$ cat src/rtl/core_pkg.sv
// Shared core types for the fetch stage: widths, the NOP encoding, the
// fetch-queue entry layout and the fetch-control FSM states.
package core_pkg;

  localparam int XLEN = 64;
  localparam int ILEN = 32;

  // addi x0, x0, 0
  localparam logic [ILEN-1:0] NOP_INST = 32'h0000_0013;

  typedef struct packed {
    logic [XLEN-1:0] pc;
    logic [ILEN-1:0] inst;
    logic            err;
  } fetch_entry_t;

  typedef enum logic {
    RUN,
    DRAIN
  } fetch_state_e;

  // Instruction addresses are always word aligned.
  function automatic logic [XLEN-1:0] align4(input logic [XLEN-1:0] addr);
    return {addr[XLEN-1:2], 2'b00};
  endfunction

endpackage

$ cat src/rtl/fetch_queue.sv
// Small synchronous FIFO of fetch entries with push, pop and flush.
// Used both as the instruction queue and as the in-flight address tag FIFO.
module fetch_queue
  import core_pkg::*;
#(
  parameter int DEPTH = 2
) (
  input  logic                     clk,
  input  logic                     rst,
  input  logic                     push,
  input  logic                     pop,
  input  logic                     flush,
  input  fetch_entry_t             din,
  output fetch_entry_t             dout,
  output logic [$clog2(DEPTH):0]   count,
  output logic                     full,
  output logic                     empty
);

  localparam int AW = $clog2(DEPTH);
  localparam int CW = AW + 1;

  fetch_entry_t    entries [DEPTH];
  logic [AW-1:0]   wr_ptr;
  logic [AW-1:0]   rd_ptr;
  logic            do_push;
  logic            do_pop;

  assign full    = (count == CW'(DEPTH));
  assign empty   = (count == '0);
  assign do_pop  = pop & ~empty;
  assign do_push = push & (~full | do_pop);
  assign dout    = entries[rd_ptr];

  // Pointer and occupancy bookkeeping; flush empties the queue in one cycle.
  always_ff @(posedge clk or posedge rst) begin
    // NOTE: sequential state uses non-blocking assignments so every register
    // samples pre-edge values regardless of process evaluation order.
    if (rst) begin
      wr_ptr <= '0;
      rd_ptr <= '0;
      count  <= '0;
    end else if (flush) begin
      wr_ptr <= '0;
      rd_ptr <= '0;
      count  <= '0;
    end else begin
      if (do_push) wr_ptr <= wr_ptr + AW'(1);
      if (do_pop)  rd_ptr <= rd_ptr + AW'(1);
      count <= count + CW'(do_push) - CW'(do_pop);
    end
  end

  // Entry storage write port.
  always_ff @(posedge clk) begin
    // NOTE: storage is not reset; validity is tracked by count, so clearing
    // the array would only add reset fan-out.
    if (do_push && !flush) entries[wr_ptr] <= din;
  end

endmodule

$ cat src/rtl/if_fetch.sv
// Instruction fetch stage feeding the IF/ID register: owns the fetch PC,
// issues imem requests under a credit limit, queues returned instructions
// and discards wrong-path responses after branch/jump or trap redirects.
// Optional: define FETCH_PERF_CNT_EN to add fetch/bubble performance counters.
module if_fetch #(
  parameter logic [63:0] RESET_PC = 64'h0000_0000_8000_0000,
  parameter int          QDEPTH   = 2,
  parameter logic [31:0] NOP_INST = core_pkg::NOP_INST
) (
  input  logic        clk,
  input  logic        rst,
  input  logic        stall,
  input  logic        bj_en,
  input  logic [63:0] bj_target,
  input  logic        trap_en,
  input  logic [63:0] trap_target,
  output logic        req_valid,
  input  logic        req_ready,
  output logic [63:0] req_addr,
  input  logic        rsp_valid,
  input  logic [31:0] rsp_data,
  input  logic        rsp_err,
  output logic [31:0] inst_out,
  output logic [63:0] pc_out,
  output logic        fetch_err
`ifdef FETCH_PERF_CNT_EN
  ,
  output logic [63:0] perf_fetch_cnt,
  output logic [63:0] perf_bubble_cnt
`endif
);

  import core_pkg::*;

  localparam int            CW = $clog2(QDEPTH) + 1;
  localparam logic [CW:0]   QD = (CW + 1)'(QDEPTH);

  logic [63:0]   pc;
  logic [CW-1:0] outstanding;
  logic [CW-1:0] outstanding_next;
  logic [CW-1:0] drop;
  fetch_state_e  state;
  fetch_state_e  state_next;

  logic          redirect;
  logic [63:0]   target;
  logic          accept;
  logic          rsp_drop;
  logic          rsp_keep;
  logic          q_pop;

  fetch_entry_t  tag_din;
  fetch_entry_t  tag_head;
  fetch_entry_t  q_din;
  fetch_entry_t  q_head;
  logic [CW-1:0] tag_count;
  logic [CW-1:0] q_count;
  logic          tag_full;
  logic          tag_empty;
  logic          q_full;
  logic          q_empty;
  logic          tag_unused;

  assign redirect  = bj_en | trap_en;
  assign target    = align4(trap_en ? trap_target : bj_target);

  // Issue only while every in-flight response is guaranteed a queue slot.
  assign req_valid = ~rst & ~redirect &
                     (({1'b0, outstanding} + {1'b0, q_count}) < QD);
  assign req_addr  = pc;
  assign accept    = req_valid & req_ready;

  assign rsp_drop  = rsp_valid & (drop != '0);
  assign rsp_keep  = rsp_valid & (drop == '0);
  assign q_pop     = ~stall & ~q_empty & ~redirect;

  assign outstanding_next = outstanding + CW'(accept) - CW'(rsp_valid);

  assign tag_din = '{pc: pc, inst: '0, err: 1'b0};
  assign q_din   = '{pc: tag_head.pc, inst: (rsp_err ? NOP_INST : rsp_data), err: rsp_err};

  assign inst_out  = q_empty ? NOP_INST : q_head.inst;
  assign pc_out    = q_empty ? 64'd0    : q_head.pc;
  assign fetch_err = q_empty ? 1'b0     : q_head.err;

  // The tag FIFO only carries addresses; its other fields and flags are unused.
  assign tag_unused = ^{tag_count, tag_full, tag_empty, tag_head.inst, tag_head.err, q_full};

  // Fetch PC, in-flight count and wrong-path drop count.
  always_ff @(posedge clk or posedge rst) begin
    if (rst) begin
      pc          <= RESET_PC;
      outstanding <= '0;
      drop        <= '0;
    end else begin
      outstanding <= outstanding_next;
      if (redirect)    pc <= target;
      else if (accept) pc <= pc + 64'd4;
      if (redirect)      drop <= outstanding_next;
      else if (rsp_drop) drop <= drop - CW'(1);
    end
  end

  // Fetch-control state register.
  always_ff @(posedge clk or posedge rst) begin
    if (rst) state <= RUN;
    else     state <= state_next;
  end

  // Next state: drain while wrong-path responses remain in flight.
  always_comb begin
    // NOTE: default first so every path assigns state_next and no latch forms.
    state_next = state;
    case (state)
      RUN: begin
        if (redirect && (outstanding_next != '0)) state_next = DRAIN;
      end
      DRAIN: begin
        if (redirect)                              state_next = (outstanding_next != '0) ? DRAIN : RUN;
        else if (rsp_drop && (drop == CW'(1)))     state_next = RUN;
      end
      default: state_next = RUN;
    endcase
  end

  fetch_queue #(.DEPTH(QDEPTH)) u_tag_fifo (
    .clk   (clk),
    .rst   (rst),
    .push  (accept),
    .pop   (rsp_keep),
    .flush (redirect),
    .din   (tag_din),
    .dout  (tag_head),
    .count (tag_count),
    .full  (tag_full),
    .empty (tag_empty)
  );

  fetch_queue #(.DEPTH(QDEPTH)) u_inst_queue (
    .clk   (clk),
    .rst   (rst),
    .push  (rsp_keep),
    .pop   (q_pop),
    .flush (redirect),
    .din   (q_din),
    .dout  (q_head),
    .count (q_count),
    .full  (q_full),
    .empty (q_empty)
  );

`ifdef FETCH_PERF_CNT_EN
  // Delivered-entry and downstream-bubble counters.
  always_ff @(posedge clk or posedge rst) begin
    if (rst) begin
      perf_fetch_cnt  <= '0;
      perf_bubble_cnt <= '0;
    end else begin
      if (q_pop)              perf_fetch_cnt  <= perf_fetch_cnt + 64'd1;
      if (!stall && q_empty)  perf_bubble_cnt <= perf_bubble_cnt + 64'd1;
    end
  end
`endif

endmodule

$ cat config.mk
export PLATFORM = sky130hd
export DESIGN_NAME = if_fetch
export DESIGN_NICKNAME = d
export VERILOG_FILES = /design/src/rtl/core_pkg.sv /design/src/rtl/fetch_queue.sv /design/src/rtl/if_fetch.sv
export SDC_FILE = /design/constraint.sdc
export NUM_CORES = 1
export LEC_CHECK = 0
export ABC_CLOCK_PERIOD_IN_PS = 21400
export CELL_PAD_IN_SITES_DETAIL_PLACEMENT = 1
export CELL_PAD_IN_SITES_GLOBAL_PLACEMENT = 1
export CORE_UTILIZATION = 45
export DETAILED_ROUTE_END_ITERATION = 16
export PLACE_DENSITY_LB_ADDON = 0.1
export SETUP_SLACK_MARGIN = 0.1
export SYNTH_ARGS = -nofsm -noshare
export SYNTH_HDL_FRONTEND = slang
export SYNTH_SLANG_ARGS = --single-unit
$ cat constraint.sdc
create_clock -name clk -period 21.4 [get_ports clk]
set_input_delay 4.28 -clock clk [delete_from_list [all_inputs] [get_ports clk]]
set_output_delay 4.28 -clock clk [all_outputs]
set_load 0.005 [all_outputs]
After elaboration in Yosys (flattened, before gate mapping). Memory sizes are Yosys's and may differ from the RTL's. Index checks and enable logic that the tools add are counted.

Add/sub/neg operators: 13. Order comparisons: 1. Equality and inequality tests: 2. Mux-type cells: 23. Bitwise logic cells: 21. Reduce and logical (&&, ||, !) cells: 13.

Operator list (count): 64-bit two-way mux (4); 64-bit by 3-bit adder with 64-bit output, second input constant (1); 32-bit two-way mux (2); 2-bit nonzero test (7); 1-bit two-way mux (13); 1-bit bitwise AND (11); 2-bit two-way mux (4); 1-bit inverter (7); 2-bit by 1-bit adder with 2-bit output (3); 2-bit zero test (3); 2-bit by 1-bit subtractor with 2-bit output (3); 1-bit adder, second input constant (4); 2-bit == test, second input constant (2); 2-bit by 2-bit adder with 3-bit output (1); 3-bit by 2-bit less-than comparator with 1-bit output, second input constant (1); 1-bit OR (3); 1-bit logical AND (2); 2-bit by 1-bit subtractor with 2-bit output, second input constant (1); 1-bit zero test (1).

Register bits after elaboration: 76. Memory bits (writable): 322. Bits of input ports: 168. Output and inout bits: 162. Word-level logic and storage cells: 84. Memories kept: 2.

Memories: u_inst_queue.entries (words 2, bits a word 97, read ports 1, clocked after Yosys merged registers in 0, wr ports 1, RTL line fetch_queue.sv:23) `fetch_entry_t entries [DEPTH];`; u_tag_fifo.entries (words 2, bits a word 64, read ports 1, clocked after Yosys merged registers in 0, wr ports 1, RTL line fetch_queue.sv:23).

Depth between registers and ports, before layout. Gate-level depths: netlist of the first run.

Word-level depth: 10. Depth in mapped cells: 13.

Hierarchy. From an unflattened synthesis of the first run, not the netlist that was laid out.

Cell total of the unflattened synthesis: 1452. Area total of the unflattened synthesis: 20209.4 um^2.

By module, submodules not included: fetch_queue (instances 2, cells an instance 332, area each 7255.7 um^2, seq. area each 5925.7 um^2); if_fetch (instances 1, cells an instance 788, area each 5698.0 um^2, seq. area each 1652.8 um^2).

Worst setup path before layout of the first run. OpenSTA, ideal clock, no wires.

Kind: in2reg. Start point: input trap_en. End point: memory u_inst_queue.entries[0][0] (netlist bit) (enable). Arrival: 14270 ps. Setup slack: 6348 ps. Stages on the path: 5. Cell sequence: clkbuf_1 -> or2_2 -> clkbuf_1 -> clkbuf_1 -> nor4_1.

Longest elaborated chain between the ends: 9.

RTL lines: start: declaration (RTL line if_fetch.sv:15) `input logic trap_en,`; 1-bit OR (*) (RTL line if_fetch.sv:64) `assign redirect = bj_en | trap_en;`; 1-bit inverter (RTL line if_fetch.sv:75) `assign q_pop = ~stall & ~q_empty & ~redirect;`; 1-bit bitwise AND (RTL line if_fetch.sv:75); 1-bit bitwise AND (RTL line fetch_queue.sv:31) `assign do_pop = pop & ~empty;`; 1-bit OR (RTL line fetch_queue.sv:32) `assign do_push = push & (~full | do_pop);`; 1-bit bitwise AND (RTL line fetch_queue.sv:32); 1-bit logical AND (*) (RTL line fetch_queue.sv:58) `if (do_push && !flush) entries[wr_ptr] <= din;`; 1-bit two-way mux (*) (RTL line fetch_queue.sv:58); 1-bit two-way mux (implied by the code) (*) (RTL line fetch_queue.sv:58); end: declaration (RTL line fetch_queue.sv:23).

Every way passes the cells marked *; elsewhere a longest branch is shown, timed or not.

Final worst setup path of the first run.
Start point: input bj_en. End point: output req_valid.

Longest elaborated chain between the ends: 4.

RTL lines: start: declaration (RTL line if_fetch.sv:13) `input logic bj_en,`; 1-bit OR (RTL line if_fetch.sv:64); 1-bit inverter (RTL line if_fetch.sv:68) `assign req_valid = ~rst & ~redirect &`; 1-bit bitwise AND (2 in series) (RTL line if_fetch.sv:68); end: declaration (RTL line if_fetch.sv:17) `output logic req_valid,`.

No other way between the ends.

==> flow_results.org, run 1 <==
** Status
- The flow ran to the end, and the final reports show no timing, DRC or antenna violations.

** Floorplan
- Die width :: 197 um
- After floorplanning, the core was sized to cover 37600 um2.
- Boundary Pins :: 330
- Initial core utilization :: 0.456
- The initialized floorplan defines 71 standard-cell rows.
- Area enclosed by the die boundary :: 38800 um2
- In this run the vertical extent of the chip is 197 um.

** Power and ir drop
- The analysis attributes to cell leakage a power of 7.42 nW.
- The completed layout was analyzed and its total power is 1.85 mW.
- Cell Pwr Density :: 83.3 nW/um2
- Across the VDD grid, the largest voltage drop is 66.7 uV.

** GRT
- Via count of the first global-routing pass :: 13000
- Antenna violations before repair :: 7
- Overflow left after global routing :: 0
- Global-route wire length before repair :: 77000 um
- Global Route Usage Sum :: 0.266
- Entering global routing, the biggest net connects 72 pins.

** Timing
- Crit share post-route :: 0.467
- Sum of negative setup slack :: 0 ns
- Relative slew margins :: 0.274
- Clock skew on the completed layout was measured at 0.0132 ns.
- Number of setup violations in the final report :: 0
- Max Clock Freq :: 0.100 GHz
- Number of pins exceeding their max-slew limit in the final report :: 0
- Final Hold Viols :: 0
- After layout, the minimum clock period comes to 9.99 ns.
- Slew @ Worst Pin :: 1.09 ns
- Setup repair after global routing missed its margin :: no

** Synthesis
- Post-synth EDFFs :: 314
- Compound-Gate Fraction of Synth Area :: 0.0697
- Area share of the largest cell type after synthesis :: 0.551
- After synthesis, the share of cell area in mux cells is 0.100.
- Post-synth top flop :: sky130_fd_sc_hd__edfxtp_1
- The number of different library cells used by synthesis comes to 57.
- Most frequent cell after synthesis :: sky130_fd_sc_hd__edfxtp_1
- The Yosys step of the flow raised 0 warnings.
- The synthesized design contains 388 register bits.
- By area the synthesized netlist is led by sky130_fd_sc_hd__edfxtp_1 (55%), sky130_fd_sc_hd__dfrtp_1 (11%), sky130_fd_sc_hd__mux2i_1 (5.9%).
- Of the total synthesized cell area, the portion taken by AND, OR, NAND and NOR gates is 0.126.
- Post-Synthesis Cell Area :: 17100 um2
- Of the total synthesized cell area, the portion taken by full adders, half adders and majority gates is 0.00701.
- Post-Synthesis Cells :: 1335
- Each instance of the synthesized netlist takes up on average 12.8 um2.
- Ranking of synthesized cells by instance count :: sky130_fd_sc_hd__edfxtp_1 (314), sky130_fd_sc_hd__nor2_1 (160), sky130_fd_sc_hd__nand2_1 (103), sky130_fd_sc_hd__mux2i_1 (101)
- Ys async rst share :: 0.191
- Combinational family with the most area after synthesis :: simple AND/OR/NAND/NOR gates
- Synthesized-area fraction occupied by xor and xnor cells :: 0.0143
- Sequential share of the synthesized area :: 0.659
- The largest total area in the synthesized netlist belongs to sky130_fd_sc_hd__edfxtp_1.

** Setup path
- Slowest cell on the critical path :: sky130_fd_sc_hd__clkdlybuf4s50_1
- The worst register-to-register path begins at u_inst_queue.count[0]$_DFF_PP0_.
- Worst R2R Setup Slack :: 16.79 ns
- Data arrival time of the critical path :: 5.71 ns
- The worst register-to-register path ends at u_tag_fifo.entries[0][8]$_DFFE_PP_.
- The largest single stage delay on the critical path is 0.56 ns.
- At the worst endpoint, the required time is 17.12 ns.
- Sort of element at the end of the critical path :: primary output
- Cell-by-cell trace of the critical path :: buf_2, buf_4, or2_2, nor4_1, clkdlybuf4s50_1
- Crit path max fanout :: 43
- The critical path is of the in -> out type.
- R2R depth :: 9
- STA classifies the critical path startpoint as an input pin.

** Placement
- In this run the tool buffered the top-level ports with 321 buffer cells.
- Placed instance area :: 20900 um2
- At the end of routability-driven placement, the weighted congestion stood at 0.796.
- Detailed-placement wirelength estimate :: 33500 um

** CTS
- Clock latency on the worst-skew pair :: 0.56 ns
- TritonCTS built the clock tree.
- After clock tree synthesis, the clock-pin slew on the worst setup and hold paths is 0.06 ns.
- Sink Count :: 388
- Number of cells upsized or downsized after cts :: 0
- After clock tree synthesis, the setup repair step added 0 buffers.
- The longest clock path from root to sink contains 3 buffers.
- The tree is rooted in a sky130_fd_sc_hd__clkbuf_16.
- CTS HTree Levels :: 2
- Total CTS buffers :: 41
- Hold Buf Count CTS :: 0

** Detailed routing
- Total routed wirelength :: 50800 um
- Number of violations reported at the end of detailed-routing iteration 0 :: 708
- Post-route ant nets :: 0
- Number of iterations in the first detailed-routing pass :: 5
- The routed layout has 12200 vias.
- Post-DR vias/cell :: 5.56
- Routed WL per cell :: 23.2 um
- In the routed design, unresolved DRC markers number 0.

** Worst hold path
- Hold Path Cell Cnt :: 1
- Hold wc startpoint :: outstanding[0]$_DFF_PP0_
- The worst hold path terminates at outstanding[0]$_DFF_PP0_.
- In this run the worst hold path is classified as reg -> reg.

** Final layout
- Area used by multi-input combinational logic :: 5500 um2
- In the final layout, the share of cells above drive strength 1 is 0.0998.
- Layout overhead on the synthesized area :: 29.8%
- Count of fill cells added during filler insertion :: 3801
- After routing the design area is 22200 um2.
- Final core occ :: 0.591
- Post-layout net count :: 1821
- Registers take 11300 um2.

** Job
- Max-cap violation count :: 0
-- critical path: cells and delay by family --
family | cells | cell delay, ns
buf+inv | 3 | 0.92
simple gates | 2 | 0.51
-- cell type report --
type                       instances  share of cell area
antenna                            5            0.000563
clock buffer                      58              0.0517
clock inverter                    15             0.00901
inverter                          22             0.00377
multi-input combinational        850               0.247
sequential                       388               0.508
tap                              511              0.0288
timing repair buffer             341               0.151
-- routing by layer --
layer	vias to the layer above	share of wire	track usage
li1	5554	-	-
met1	6134	0.41	0.329
met5	-	0.00045	0
met4	4	0.025	0.0864
met3	91	0.069	0.0683
met2	389	0.50	0.454
-- report_power, final --
group          internal, mW  total [mW]  switching (mW)
Combinational         0.115       0.229           0.113
Clock                 0.434       0.722           0.289
Sequential            0.855       0.899          0.0442
-- metrics by stage --
stage	setup WS, ns	hold WS [ns]	std cells
6_report	11.41	0.534	2190
5_1_grt	11.29	0.569	2187
4_1_cts	11.38	0.530	2185
3_5_place_dp	11.38	0.517	2112
3_3_place_gp	11.37	0.509	2112
2_1_floorplan	6.35	0.485	1338
-- flip-flops by register name, indices dropped and copies added, names as in the netlist --
name,count
u_inst_queue.count,2
drop,2
u_inst_queue.wr_ptr,1
req_addr,62
u_tag_fifo.wr_ptr,1
u_inst_queue.rd_ptr,1
u_tag_fifo.entries,124
u_tag_fifo.count,2
outstanding,2
u_inst_queue.entries,190
u_tag_fifo.rd_ptr,1
-- cells in the final DEF, fill, tap and decap left out, types with 28 or more instances in the layout --
master	synthesis	layout
sky130_fd_sc_hd__clkdlybuf4s50_1	0	319
sky130_fd_sc_hd__mux2_2	63	63
sky130_fd_sc_hd__edfxtp_1	314	314
sky130_fd_sc_hd__nor2_1	160	157
sky130_fd_sc_hd__nand2_1	103	103
sky130_fd_sc_hd__mux2i_1	101	101
sky130_fd_sc_hd__o21ai_0	73	73
sky130_fd_sc_hd__clkbuf_16	0	41
sky130_fd_sc_hd__nor2b_1	32	31
sky130_fd_sc_hd__dfrtp_1	73	71
sky130_fd_sc_hd__nand4_1	28	28
sky130_fd_sc_hd__a21oi_1	68	68
-- kinds of logic (layout without fill, tap and decap cells) --
logic type,Yosys count,in the layout
and+or+nand+nor,444,444
DFF,388,388
AOI/OAI and AO/OA,201,201
muxes,164,164
buffers and inverters,100,436
xor gates and xnor gates,28,28
adders and majority gates,9,9
other,1,9
-- worst max-delay path by stage --
stage	startpoint	endpoint	slack, ns
2_1_floorplan	trap_en	u_inst_queue.entries[0][0]$_DFFE_PP_	6.35
3_3_place_gp	bj_en	req_valid	11.37
3_5_place_dp	bj_en	req_valid	11.38
4_1_cts	bj_en	req_valid	11.38
5_1_grt	bj_en	req_valid	11.29
6_report	bj_en	req_valid	11.41
Note: power is estimated with default switching activity, not from simulation.
==> run 2: changes to the inputs <==
--- a/config.mk
+++ b/config.mk
@@ -5,10 +5,10 @@
 export SDC_FILE = /design/constraint.sdc
 export NUM_CORES = 1
 export LEC_CHECK = 0
-export ABC_CLOCK_PERIOD_IN_PS = 21400
+export ABC_CLOCK_PERIOD_IN_PS = 9200
 export CELL_PAD_IN_SITES_DETAIL_PLACEMENT = 1
 export CELL_PAD_IN_SITES_GLOBAL_PLACEMENT = 1
-export CORE_UTILIZATION = 45
+export CORE_UTILIZATION = 42
 export DETAILED_ROUTE_END_ITERATION = 16
 export PLACE_DENSITY_LB_ADDON = 0.1
 export SETUP_SLACK_MARGIN = 0.1
==> constraint.sdc (replaced) <==
create_clock -name clk -period 9.2 [get_ports clk]
set_input_delay 1.84 -clock clk [delete_from_list [all_inputs] [get_ports clk]]
set_output_delay 1.84 -clock clk [all_outputs]
set_load 0.005 [all_outputs]
==> run 2 against run 1 <==
Wire length up 3.2%. Critical path type unchanged. Critical endpoint unchanged. Highest routed layer unchanged. Cell area down 0.17%. Clock power up 120%.
==> flow_results.org, run 2 (same netlist as run 1, synthesis figures left out) <==
** Status
- Outcome :: complete, no violations (unchanged)

** Floorplan
- Rows :: 73 (was 71)
- The initial core utilization was 0.428 (was 0.456).
- Die span in y :: 204 um (was 197 um)
- Boundary Pins :: 330 (unchanged)
- Area enclosed by the die boundary :: 41600 um2 (was 38800 um2)
- The core area is 40000 um2 (was 37600 um2).
- Die width :: 204 um (was 197 um)

** GRT
- The largest net degree at the start of global routing came to 69 (was 72).
- Via count of the first global-routing pass :: 12700 (was 13000)
- Global-route wire length before repair :: 77800 um (was 77000 um)
- Global Route Usage Sum :: 0.251 (was 0.266)
- Overflow left after global routing :: 0 (unchanged)
- The initial antenna violation count was 2 (was 7).

** Detailed routing
- Post-route ant nets :: 0 (unchanged)
- The number of violations reported at the end of detailed-routing iteration 0 came to 758 (was 708).
- The routed length per instance is 23.8 um (was 23.2 um).
- Total number of vias :: 12200 (about the same)
- The routed wire length is 52500 um (was 50800 um).
- The number of detailed-routing iterations run before antenna repair came to 6 (was 5).
- The routed via count divided by cell count is 5.55 (was 5.56).
- The DRC violation count after routing is 0 (unchanged).

** Timing
- In the finished design, the share of the clock period the worst path needs comes to 0.602.
- Crit path time final :: 5.54 ns
- The actual transition at the worst max-transition pin came to 1.20 ns (was 1.09 ns).
- Sum of negative setup slack :: 0 ns (unchanged)
- Number of pins exceeding their max-slew limit in the final report :: 0 (unchanged)
- Relative slew margins :: 0.203 (was 0.274)
- Number of setup violations in the final report :: 0 (unchanged)
- The setup clock skew after layout was 0.0204 ns (was 0.0132 ns).
- Timing would allow up to 0.181 GHz.
- Final Hold Viols :: 0 (unchanged)
- Setup repair after global routing missed its margin: no (unchanged).

** Final layout
- Commonest non-fill, non-tap cells in the layout :: sky130_fd_sc_hd__clkdlybuf4s50_1 (319), sky130_fd_sc_hd__edfxtp_1 (314), sky130_fd_sc_hd__nor2_1 (157) (unchanged)
- Layout overhead on the synthesized area :: 29.5% (was 29.8%)
- Fraction of layout cells with a size suffix above 1 :: 0.0983 (was 0.0998)
- Count of fill cells added during filler insertion :: 4051 (was 3801)
- Most frequent standard cell in the layout excluding fill and tap cells :: sky130_fd_sc_hd__clkdlybuf4s50_1 (unchanged)
- The utilization of the core after routing came to 0.555 (was 0.591).
- The layout net count is 1823 (was 1821).
- The register with the most flip-flops is u_inst_queue.entries (unchanged).
- Number of antenna repair diodes :: 0 (was 5)
- Max reg flops :: 190 (unchanged)

** Setup path
- Data required time at the worst endpoint :: 7.36 ns (was 17.12 ns)
- The worst path arrival time came to 3.70 ns (was 5.71 ns).
- The category of the critical setup timing path was in -> out (unchanged).
- Crit path max fanout :: 39 (was 43)
- Launching element type of the critical path :: input pin (unchanged)
- The sort of element at the end of the critical path is a primary output (unchanged).

** Power and ir drop
- The leakage power is 7.39 nW (was 7.42 nW).
- The maximum vdd drop was 118 uV (was 66.7 uV).
- The power density over the cells came to 191 nW/um2 (was 83.3 nW/um2).

** CTS
- Hold Buf Count CTS :: 0 (unchanged)
- The number of clock buffers inserted by TritonCTS came to 42 (was 41).
- Number of cells upsized or downsized after cts :: 0 (unchanged)
- The root cell of the clock tree is sky130_fd_sc_hd__clkbuf_16 (unchanged).
- Sink Count :: 388 (unchanged)
- Clock slew at reported path FFs :: 0.05 ns (was 0.06 ns)
- CTS HTree Levels :: 2 (unchanged)
- CTS tree :: built (unchanged)
- The number of post-CTS setup repair buffers was 0 (unchanged).
- Clock latency on the worst-skew pair :: 0.55 ns (was 0.56 ns)
- Maximum number of buffers from clock root to sink :: 3 (unchanged)

** Job
- The max-cap check violation count is 0 (unchanged).

** Placement
- The sum of net half-perimeters after detailed placement is 34400 um (was 33500 um).
- Port-buffer cells :: 321 (unchanged)
- The routability congestion estimate from global placement came to 0.801 (was 0.796).

** Worst hold path
- The type of the worst min-delay path was reg -> reg (unchanged).
-- run 2: changes by cell type in the layout (fill, tap and decap cells not counted), moves of 2 or more --
cell                        before  now
sky130_fd_sc_hd__bufinv_16       5    2
sky130_fd_sc_hd__clkbuf_8        6    2
sky130_fd_sc_hd__diode_2         5    0
sky130_fd_sc_hd__inv_6           0    2
sky130_fd_sc_hd__clkinv_1        5   10
sky130_fd_sc_hd__clkbuf_1       11   13
-- run 2: final timing paths --
| path | start | end | slack [ns] | depth (start not counted) |
|---|---|---|---|---|
| worst max-delay path | bj_en | req_valid | 3.66 | 6 |
| worst min-delay path | outstanding[0]$_DFF_PP0_ | outstanding[0]$_DFF_PP0_ | 0.52 | 1 |
| worst max register to register | u_inst_queue.count[0]$_DFF_PP0_ | u_tag_fifo.entries[0][11]$_DFFE_PP_ | 4.56 | 9 |
| worst min register to register | outstanding[0]$_DFF_PP0_ | outstanding[0]$_DFF_PP0_ | 0.52 | 1 |
| max in group asynchronous | rst | u_inst_queue.rd_ptr$_DFFE_PP0P_ | 6.18 | 3 |
| min in group asynchronous | rst | req_addr[2]$_DFFE_PP0P_ | 1.68 | 2 |
-- run 2: critical path: stages --
cell,delay (ns)
sky130_fd_sc_hd__buf_2,0.09
sky130_fd_sc_hd__buf_4,0.24
sky130_fd_sc_hd__or2_2,0.32
sky130_fd_sc_hd__buf_4,0.33
sky130_fd_sc_hd__nor4_1,0.28
sky130_fd_sc_hd__clkdlybuf4s50_1,0.57
-- run 2: metrics by stage --
stage	area [um2]	instances	power (mW)	setup WS, ns	hold slack [ns]
global placement	20900	2127	2.65	3.52	0.515
finish	22200	2204	4.24	3.66	0.522
global route	22200	2204	4.39	3.57	0.561
detailed placement	20900	2127	2.67	3.40	0.518
floorplan	17100	1338	2.33	0.638	0.485
CTS	22200	2204	4.28	3.63	0.530
-- run 2: area by class of cell --
cell class / instances / area (um2) / area share
sequential: 388 / 11300 / 0.509
clock buffer: 57 / 1130 / 0.0508
clock inverter: 20 / 159 / 0.00716
inverter: 22 / 83.8 / 0.00378
multi-input combinational: 850 / 5510 / 0.248
timing repair buffer: 342 / 3360 / 0.152
tap: 525 / 657 / 0.0296
-- run 2: power by group --
part           switching, mW  total [mW]  internal [mW]
Clock                  0.689        1.61          0.917
Combinational          0.269       0.538          0.269
Sequential             0.103        2.09           1.99
Total                   1.06        4.24           3.18
-- run 2: layer usage --
metal	up-vias	global-route usage	part of all wire
met5	-	0	0.00027
met4	2	0.0685	0.019
met3	80	0.0486	0.059
met2	362	0.418	0.49
met1	6217	0.333	0.43
li1	5577	-	-
==> run 3: changes to the inputs <==
--- a/config.mk
+++ b/config.mk
@@ -5,10 +5,10 @@
 export SDC_FILE = /design/constraint.sdc
 export NUM_CORES = 1
 export LEC_CHECK = 0
-export ABC_CLOCK_PERIOD_IN_PS = 9200
+export ABC_CLOCK_PERIOD_IN_PS = 5000
 export CELL_PAD_IN_SITES_DETAIL_PLACEMENT = 1
 export CELL_PAD_IN_SITES_GLOBAL_PLACEMENT = 1
-export CORE_UTILIZATION = 42
+export CORE_UTILIZATION = 38
 export DETAILED_ROUTE_END_ITERATION = 16
 export PLACE_DENSITY_LB_ADDON = 0.1
 export SETUP_SLACK_MARGIN = 0.1
==> constraint.sdc (replaced) <==
create_clock -name clk -period 5 [get_ports clk]
set_input_delay 1 -clock clk [delete_from_list [all_inputs] [get_ports clk]]
set_output_delay 1 -clock clk [all_outputs]
set_load 0.005 [all_outputs]
==> run 3 against run 2 <==
Hold slack worse by 0.0014 ns. Wire length barely moved. Global-route usage is 2.3 points lower. Clock skew up 0.0024 ns. Critical path type is now reg -> out. Largest power group unchanged.
==> flow_results.org, run 3 (same netlist as run 1, synthesis figures left out) <==
** Status
- Outcome: complete, no violations (unchanged).

** CTS
- The H-tree depth was 2 (unchanged).
- The number of post-CTS setup repair buffers was 0 (unchanged).
- Root cell of the clock tree :: sky130_fd_sc_hd__clkbuf_16 (unchanged)
- The post-cts resize count was 0 (unchanged).
- Sink Count :: 388 (unchanged)
- The number of buffers added to fix hold violations after cts is 0 (unchanged).
- Total CTS buffers :: 44 (was 42)
- Clock latency on the worst-skew pair :: 0.58 ns (was 0.55 ns)
- The clock-pin slew on the worst setup and hold paths is 0.06 ns (was 0.05 ns).
- The maximum clock path buffer count is 3 (unchanged).
- The clock tree from TritonCTS is built (unchanged).

** Timing
- In the finished design, the share of the clock period the worst path needs comes to 0.829.
- Max Clock Freq :: 0.241 GHz
- The number of endpoints failing setup at the final stage was 0 (unchanged).
- The hold violation total from the final report came to 0 (unchanged).
- The worst slew margin relative to its limit came to 0.204 (was 0.203).
- Crit path time final :: 4.15 ns
- The setup clock skew after layout was 0.0228 ns (was 0.0204 ns).
- Setup repair after global routing missed its margin: no (unchanged).
- The accumulated negative setup slack came to 0 ns (unchanged).
- Slew @ Worst Pin :: 1.19 ns (was 1.20 ns)
- Number of pins exceeding their max-slew limit in the final report :: 0 (unchanged)
- PnR worst setup slack :: 0.854 ns (was 3.66 ns)

** GRT
- The first-pass GRT wire length was 79200 um (was 77800 um).
- The initial antenna violation count was 4 (was 2).
- The total congestion overflow after global routing is 0 (unchanged).
- The overall fraction of global-route tracks in use came to 0.228 (was 0.251).
- Via count of the first global-routing pass :: 12800 (was 12700)
- Largest net degree at the start of global routing :: 76 (was 69)

** Setup path
- Delay-heaviest family, CP :: flip-flops (was buffers and inverters)
- FF-to-FF Start :: u_inst_queue.count[0]$_DFF_PP0_ (unchanged)
- Category of the most critical setup path :: reg -> out (was in -> out)
- Crit path max fanout :: 58 (was 39)
- R2R depth :: 8 (was 9)
- The worst path arrival time came to 3.15 ns (was 3.70 ns).
- The count of buffer and inverter cells on the critical path was 2 (was 4).
- The endpoint required time on the critical path came to 4.00 ns (was 7.36 ns).
- Slowest cell on the critical path :: sky130_fd_sc_hd__dfrtp_4 (was sky130_fd_sc_hd__clkdlybuf4s50_1)
- The reg-to-reg setup timing slack is 1.22 ns (was 4.56 ns).
- Sort of element at the end of the critical path :: primary output (unchanged)
- The sort of element at the start of the critical path is a flop (was input pin).
- Delay of the slowest cell on the worst path :: 1.20 ns (was 0.57 ns)
- Cell-by-cell trace of the critical path: buf_4, mux2i_1, o21ai_0, clkdlybuf4s50_1 (was buf_2, buf_4, or2_2, buf_4, nor4_1, clkdlybuf4s50_1).
- End of the worst register-to-register path :: u_tag_fifo.entries[1][16]$_DFFE_PP_ (was u_tag_fifo.entries[0][11]$_DFFE_PP_)
- Launching element of the worst setup path :: u_inst_queue.rd_ptr$_DFFE_PP0P_ (was bj_en)

** Final layout
- Post-layout instance area :: 22500 um2 (was 22200 um2)
- The layout net count is 1828 (was 1823).
- Reg with most FFs :: u_inst_queue.entries (unchanged)
- Fraction of layout cells with a size suffix above 1 :: 0.105 (was 0.0983)
- Layout overhead on the synthesized area :: 31.5% (was 29.5%)
- Commonest non-fill, non-tap cells in the layout: sky130_fd_sc_hd__clkdlybuf4s50_1 (319), sky130_fd_sc_hd__edfxtp_1 (314), sky130_fd_sc_hd__nor2_1 (157) (unchanged).
- The utilization of the core after routing came to 0.508 (was 0.555).
- The flip-flop count of the largest register after layout is 190 (unchanged).
- Most frequent standard cell in the layout excluding fill and tap cells :: sky130_fd_sc_hd__clkdlybuf4s50_1 (unchanged)

** Worst hold path
- The endpoint of the worst hold-timing path is u_tag_fifo.entries[1][63]$_DFFE_PP_ (was outstanding[0]$_DFF_PP0_).
- Min-Delay Path Class :: reg -> reg (unchanged)
- Hold wc startpoint :: req_addr[63]$_DFFE_PP0P_ (was outstanding[0]$_DFF_PP0_)
- The number of cells on the worst hold path came to 0 (was 1).

** Detailed routing
- The number of detailed-routing iterations run before antenna repair was 5 (was 6).
- Post-route ant nets :: 0 (unchanged)
- The routed wire length is 52500 um (about the same).
- The number of violations reported at the end of detailed-routing iteration 0 was 695 (was 758).
- Total number of vias :: 12200 (about the same)
- The routed length per instance is 23.0 um (was 23.8 um).
- Number of remaining DRC errors :: 0 (unchanged)
- The routed via count divided by cell count was 5.35 (was 5.55).

** Power and ir drop
- The clock power share is 0.402 (was 0.379).
- The sequential share of power is 0.476 (was 0.494).
- Total Power :: 8.10 mW (was 4.24 mW)
- LEAKAGE :: 7.50 nW (was 7.39 nW)
- The switching portion of total power is 0.245 (was 0.250).
- Cell Pwr Density :: 360 nW/um2 (was 191 nW/um2)
- Combinational power share :: 0.122 (was 0.127)
- Internal Power :: 6.11 mW (was 3.18 mW)
- The switching power was 1.99 mW (was 1.06 mW).
- The maximum vdd drop was 292 uV (was 118 uV).

** Floorplan
- The die boundary width came to 214 um (was 204 um).
- Die span in y :: 214 um (was 204 um)
- The initial core utilization came to 0.386 (was 0.428).
- Boundary Pins :: 330 (unchanged)
- The core area is 44300 um2 (was 40000 um2).
- Rows :: 77 (was 73)
- The area of the die is 45900 um2 (was 41600 um2).

** Placement
- Final weighted congestion of routability-driven global placement :: 0.786 (was 0.801)
- Setup slack after placement :: 0.838 ns (was 3.40 ns)
- Detailed-placement wirelength estimate :: 35000 um (was 34400 um)
- The number of buffer cells added on primary ports came to 321 (unchanged).
- The post-place instance area came to 21100 um2 (was 20900 um2).

** Job
- The max-cap check violation count is 0 (unchanged).
[run 3: cell count changes in the layout (fill, tap and decap cells not counted), sizes merged]
cell / delta
clkbuf: -2
clkinvlp: +2
bufinv: +4
inv: -2
buf: +3
diode: +1
[run 3: layout make-up]
| class | instances | area [um2] |
|---|---|---|
| flip-flops and latches | 388 | 11300 |
| multi-input cells | 850 | 5510 |
| fillers | 4540 | 21800 |
| repair buffers | 345 | 3440 |
| clock buffers | 55 | 1150 |
| diodes | 1 | 2.50 |
| clock inverters | 24 | 303 |
| inverters | 22 | 83.8 |
| well taps | 592 | 741 |
[run 3: worst max-delay path by stage]
stage	end	slack [ns]	cells after the start
global route	inst_out[4]	0.67	4
detailed placement	u_tag_fifo.entries[1][16]$_DFFE_PP_	0.84	7
global placement	u_tag_fifo.entries[1][16]$_DFFE_PP_	0.95	7
floorplan	u_inst_queue.entries[0][0]$_DFFE_PP_	-0.23	5
finish	inst_out[4]	0.85	4
CTS	inst_out[4]	0.73	4
[run 3: power by group through the flow]
stage	clock network [mW]	logic, mW	registers, mW
after detailed placement	0	0.996	3.92
final	3.25	0.986	3.86
after CTS	3.33	1.00	3.86
after floorplan	0	0.453	3.84
after global routing	3.44	1.07	3.87
after global placement	0	0.977	3.91
[run 3: layer usage]
layer / part of all wire / vias to the layer above / global-route usage / wire [um]
met1: 0.45 / 6224 / 0.306 / 23600
li1: - / 5588 / - / -
met2: 0.49 / 307 / 0.380 / 25500
met3: 0.047 / 63 / 0.0391 / 2490
met5: 0.00046 / - / 0 / 24
met4: 0.017 / 4 / 0.0643 / 894
[run 3: metrics by stage]
stage	hold WS (ns)	std cells
6_report	0.520	2277
2_1_floorplan	0.485	1338
5_1_grt	0.542	2276
3_5_place_dp	0.512	2197
4_1_cts	0.527	2276
3_3_place_gp	0.511	2197
